File: config.mk
export PLATFORM = sky130hd
export DESIGN_NAME = frame_update_ctrl
export DESIGN_NICKNAME = d
export VERILOG_FILES = /design/src/rtl/frame_update_ctrl.sv
export SDC_FILE = /design/constraint.sdc
export NUM_CORES = 1
export LEC_CHECK = 0
export ABC_AREA = 0
export CORE_MARGIN = 3
export CORE_UTILIZATION = 59
export DETAILED_ROUTE_END_ITERATION = 7
export GPL_TIMING_DRIVEN = 0
export PLACE_DENSITY = 0.8
export SYNTH_ARGS = -nofsm -noshare
export SYNTH_HDL_FRONTEND = slang
export SYNTH_SLANG_ARGS = --single-unit
File: constraint.sdc
create_clock -name clk -period 2.2 [get_ports clk]
set_input_delay 0.33 -clock clk [delete_from_list [all_inputs] [get_ports clk]]
set_output_delay 0.33 -clock clk [all_outputs]
set_load 0.02 [all_outputs]
File: src/rtl/frame_update_ctrl.sv
// frame_update_ctrl
// Issues one game-state update request per video frame at vblank start.
// Conditions the raw buttons (2-FF sync, per-bit debounce, rising-edge capture)
// and hands the captured presses to the scene through a req/done handshake.

module frame_update_ctrl #(
    parameter int V_VISIBLE  = 480,
    parameter int NBTN       = 9,
    parameter int DEB_CYCLES = 250000,
    parameter int FCW        = 16
) (
    input  logic            clk,
    input  logic            rst_n,
    input  logic [9:0]      h_cnt,
    input  logic [9:0]      v_cnt,
    input  logic [NBTN-1:0] btn_raw,
    input  logic            upd_done,
    output logic            upd_req,
    output logic [NBTN-1:0] btn_press,
    output logic [NBTN-1:0] btn_level,
    output logic            in_vblank,
    output logic [FCW-1:0]  frame_cnt,
    output logic            overrun
);

    localparam int            CW      = (DEB_CYCLES > 1) ? $clog2(DEB_CYCLES) : 1;
    localparam logic [CW-1:0] DEB_MAX = CW'(DEB_CYCLES - 1);
    localparam logic [9:0]    V_START = 10'(V_VISIBLE);

    typedef enum logic {
        ST_IDLE,
        ST_BUSY
    } state_t;

    state_t          r_state;
    state_t          w_state_nxt;

    logic [NBTN-1:0] r_sync1;
    logic [NBTN-1:0] r_sync2;
    logic [CW-1:0]   r_deb_cnt [NBTN];
    logic [NBTN-1:0] r_level;
    logic [NBTN-1:0] r_level_q;
    logic [NBTN-1:0] r_acc;
    logic [NBTN-1:0] r_press;
    logic            r_in_vblank;
    logic [FCW-1:0]  r_frame_cnt;
    logic            r_overrun;

    logic            w_vblank_start;
    logic [NBTN-1:0] w_rise;
    logic            w_snap;
    logic            w_done;
    logic            w_ovr;

    assign w_vblank_start = (h_cnt == '0) && (v_cnt == V_START);
    assign w_rise         = r_level & ~r_level_q;

    // Two-stage synchroniser for the asynchronous button pins.
    always_ff @(posedge clk or negedge rst_n) begin
        if (!rst_n) begin
            r_sync1 <= '0;
            r_sync2 <= '0;
        end else begin
            r_sync1 <= btn_raw;
            r_sync2 <= r_sync1;
        end
    end

    // Per-bit debounce: a level change is accepted after DEB_CYCLES consecutive
    // mismatching samples; any matching sample restarts the count.
    always_ff @(posedge clk or negedge rst_n) begin
        if (!rst_n) begin
            r_level <= '0;
            for (int unsigned i = 0; i < NBTN; i++) begin
                r_deb_cnt[i] <= '0;
            end
        end else begin
            for (int unsigned i = 0; i < NBTN; i++) begin
                if (r_sync2[i] == r_level[i]) begin
                    r_deb_cnt[i] <= '0;
                end else if (r_deb_cnt[i] == DEB_MAX) begin
                    r_level[i]   <= ~r_level[i];
                    r_deb_cnt[i] <= '0;
                end else begin
                    r_deb_cnt[i] <= r_deb_cnt[i] + 1'b1;
                end
            end
        end
    end

    // Delayed debounced level for rising-edge detection.
    always_ff @(posedge clk or negedge rst_n) begin
        if (!rst_n) begin
            r_level_q <= '0;
        end else begin
            r_level_q <= r_level;
        end
    end

    // Registered vblank flag.
    always_ff @(posedge clk or negedge rst_n) begin
        if (!rst_n) begin
            r_in_vblank <= 1'b0;
        end else begin
            r_in_vblank <= (v_cnt >= V_START);
        end
    end

    // FSM state register.
    always_ff @(posedge clk or negedge rst_n) begin
        if (!rst_n) begin
            r_state <= ST_IDLE;
        end else begin
            r_state <= w_state_nxt;
        end
    end

    // FSM next state and datapath strobes; done has priority over a coinciding vblank.
    always_comb begin
        w_state_nxt = r_state;
        w_snap      = 1'b0;
        w_done      = 1'b0;
        w_ovr       = 1'b0;
        case (r_state)
            ST_IDLE: begin
                if (w_vblank_start) begin
                    w_state_nxt = ST_BUSY;
                    w_snap      = 1'b1;
                end
            end
            ST_BUSY: begin
                if (upd_done) begin
                    w_state_nxt = ST_IDLE;
                    w_done      = 1'b1;
                end else if (w_vblank_start) begin
                    w_ovr = 1'b1;
                end
            end
            default: begin
                w_state_nxt = ST_IDLE;
            end
        endcase
    end

    // Press accumulator and snapshot; a rise in the snapshot cycle lands in the snapshot.
    always_ff @(posedge clk or negedge rst_n) begin
        if (!rst_n) begin
            r_acc   <= '0;
            r_press <= '0;
        end else if (w_snap) begin
            r_acc   <= '0;
            r_press <= r_acc | w_rise;
        end else begin
            r_acc   <= r_acc | w_rise;
        end
    end

    // Completed-update counter (wraps silently) and sticky overrun flag.
    always_ff @(posedge clk or negedge rst_n) begin
        if (!rst_n) begin
            r_frame_cnt <= '0;
            r_overrun   <= 1'b0;
        end else begin
            if (w_done) begin
                r_frame_cnt <= r_frame_cnt + 1'b1;
            end
            if (w_ovr) begin
                r_overrun <= 1'b1;
            end
        end
    end

    assign upd_req   = (r_state == ST_BUSY);
    assign btn_press = r_press;
    assign btn_level = r_level;
    assign in_vblank = r_in_vblank;
    assign frame_cnt = r_frame_cnt;
    assign overrun   = r_overrun;

endmodule
==> impl_metrics.yaml <==
sta:
  max_freq_mhz: 474
  setup_tns_ns: 0
  slew_headroom_pct: 43.6
  finalHoldViolCount: 0
  worst_pin_slew_ns: 0.845
  finalCritPeriodShare_pct: 95.9
  slew_violations: 0
  worst_slack_ns: 0.0896
  clock_skew_ns: 0.00967
  period_minus_slack_ns: 2.11
  setup_viol: 0
setup_path:
  required_ns: 2.60
  critical_path_class: "flop to flop"
  worstSetupStartpointType: "flop"
  path_max_fanout: 10
  arrival_ns: 2.51
  r2r_cells: 5
  end_kind: "flop"
grt:
  grt_use_met2_pct: 35.2
  met1_usage_pct: 29.6
  grt_usage_pct: 21.3
  antenna_found_initial: 0
  overflow: 0
  grt_max_degree: 121
  grt_pass1_wl_mm: 35.8
  gr-usage-met3_pct: 3.24
  grt_pass1_vias: 7718
  busiest_layer: "met2"
logic_synthesis:
  syn_area_sq_um: 10600
  avgSynthCellArea_sq_um: 10.4
  ys_warn_count: 0
  ys_ff_latch: 235
  synth.distinct_cells: 41
  syn-num-nets: 1064
  syn-instance-count: 1022
  seq_area_frac_synth_pct: 55.4
  synth-async-reset-ratio_pct: 100
  synth_edf_count: 0
  synthFlopType: "dfrtp_1"
die:
  die_y_um: 140
  start_util_pct: 60.7
  pin_count: 69
  rows: 48
  dieArea_sq_um: 19600
  die_x_um: 140
  core_area_sq_um: 17500
placed_design:
  portBuffers: 68
  placed_area_sq_um: 11600
  place_inst: 1316
  dp_slack_ns: -1.07
  dp_hpwl_mm: 13.1
  gp_congestion: 0.840
cells_and_area:
  area_delta_synth_final_pct: 18.9
  fin_cells: 1376
  final_nets: 1175
  final_cell_area_sq_um: 12600
  drive_gt1_share_pct: 8.77
  n_antenna_cell: 0
detailed_routing:
  first_pass_iters: 5
  ant_nets: 0
  drc: 0
  vias: 7726
  drtIter0Drc: 378
  post_drt_via_cell_ratio: 5.61
  drt-total-wl_mm: 20.5
  detail_route.wl_per_cell_um: 14.9
status:
  outcome: "complete, no violations"
clocking:
  cts_tree: "yes"
  root_buffer: "clkbuf_16"
  cts.sinks: 235
  clockBufferDepth: 3
  cts_inserted_buffers: 25
  htreeDepth: 1
  path_clk_slew_ns: 0.06
  clk_latency_ns: 0.51
power_and_ir_drop:
  totalPowerFinal_mw: 8.93
  pwr_density_cell_nw_per_um2: 707
  peakVddDrop_mv: 0.690
  p_leak_nw: 5.09
flow_run:
  cap_violations: 0
min_path:
  hold_path_class: "input pin to flop"
  worstHoldPathCells: 1
[state kept, by name, indices dropped and copies added (netlist names), 9 cells and up]
register	cells
btn_level	9
btn_press	9
frame_cnt	16
r_acc	9
r_deb_cnt	162
r_level_q	9
r_sync1	9
r_sync2	9
[worst max-delay path, cell delays in order (launching register included)]
cell and delay, ns:
dfrtp_1 0.40, or4b_1 0.52, or4_4 0.55, o21ai_4 0.26, buf_6 0.19, nor2_1 0.06
[timing repair]
action / CTS / global route
hold buffers: 1 / 0
pin swaps: 1 / 4
endpoints found under the setup margin: 50 / 57
setup buffers: 1 / 13
hold endpoints to repair: 115 / 0
resized for setup: 8 / 9
[cells in the final DEF, fill, tap and decap left out, types with 3 or more instances in the layout]
master           netlist  layout
nor4_1                55      54
clkinv_2               0       5
nand3_2                1       3
nand4_1               45      45
nor4b_1                6       6
inv_1                 58      58
o41ai_4                2       4
nor3_1                31      31
mux2i_1               13      13
xor2_1                29      29
a21oi_1               29      29
buf_2                  6       4
dfrtp_1              235     235
nand4b_1               3       3
ha_1                  10      10
nor2_1               187     186
clkbuf_16              0      25
clkinvlp_4             0       4
clkbuf_1               6       6
or4_1                 11      11
o21ai_4                2       3
nand3_1               64      62
nand2b_1               5       5
and3_1                 7       7
buf_4                  0      14
o21ai_0               13      13
or3_1                 11      11
clkdlybuf4s50_1        0      67
clkbuf_4               0       3
xnor2_1              118     118
mux2_2                10      10
a31o_2                 3       3
clkbuf_8               0       5
o31ai_1                3       3
nand2_1               36      36
[path summary, 6_finish.rpt]
path,startpoint,to,slack (ns)
worst max-delay path,r_deb_cnt[157],r_deb_cnt[155],0.09
worst min-delay path,btn_raw[2],r_sync1[2],0.26
worst max register to register,r_deb_cnt[157],r_deb_cnt[155],0.09
worst min register to register,r_sync1[8],r_sync2[8],0.35
max in group asynchronous,rst_n,r_deb_cnt[86],0.64
min in group asynchronous,rst_n,r_deb_cnt[126],0.50
[area by class of cell]
type | instances | area [sq um]
Timing Repair Buffer | 84 | 828
Fill cell | 1262 | 4850
Sequential cell | 235 | 5880
Buffer | 14 | 86.3
Tap cell | 225 | 282
Multi-Input combinational cell | 715 | 4500
Clock buffer | 33 | 706
Inverter | 58 | 218
Clock inverter | 12 | 124
[layer usage]
metal  wire length, um  share of wire [%]
met1              9480                 46
met2              9830                 48
met3               802                3.9
met4               398                1.9
met5                 0                  0
[cell families after synthesis]
logic type | after synthesis | share of synthesized area (%)
multiplexers | 23 | 2.29
AND/OR/NAND/NOR | 478 | 22.5
buffers and inverters | 72 | 2.76
flip-flops | 235 | 55.4
XOR/XNOR | 147 | 12.1
adder cells (fa/ha/maj) | 10 | 1.18
AO/OA/AOI/OAI | 57 | 3.75
[per-stage QoR]
stage               utilization (%)  hold WS [ns]
finish                         72.2         0.257
detailed placement             66.4         0.337
global route                   72.2         0.245
CTS                            71.6         0.243
floorplan                         -        0.0344
global placement               66.3         0.332
[cells in the mapped netlist (6+ instances only)]
cell type | instances | area (sq um)
inv_1 | 58 | 218
clkbuf_1 | 6 | 22.5
xor2_1 | 29 | 254
nand4_1 | 45 | 282
mux2i_1 | 13 | 130
dfrtp_1 | 235 | 5880
and3_1 | 7 | 43.8
xnor2_1 | 118 | 1030
nor4_1 | 55 | 344
or4_1 | 11 | 82.6
o21ai_0 | 13 | 65.1
nor4b_1 | 6 | 52.6
or3_1 | 11 | 68.8
nand2_1 | 36 | 135
mux2_2 | 10 | 113
a21oi_1 | 29 | 145
nor2_1 | 187 | 702
buf_2 | 6 | 30.0
ha_1 | 10 | 125
nor3_1 | 31 | 155
nand3_1 | 64 | 320
[report_power, final]
| part | switching (mW) | leakage (nW) | total (mW) | internal (mW) |
|---|---|---|---|---|
| clock network | 1.68 | 0.400 | 4.18 | 2.49 |
| registers | 0.0503 | 3.12 | 4.43 | 4.38 |
| logic | 0.187 | 1.57 | 0.321 | 0.134 |
| total | 1.92 | 5.09 | 8.93 | 7.01 |
Power figures use the tool's default switching activity.
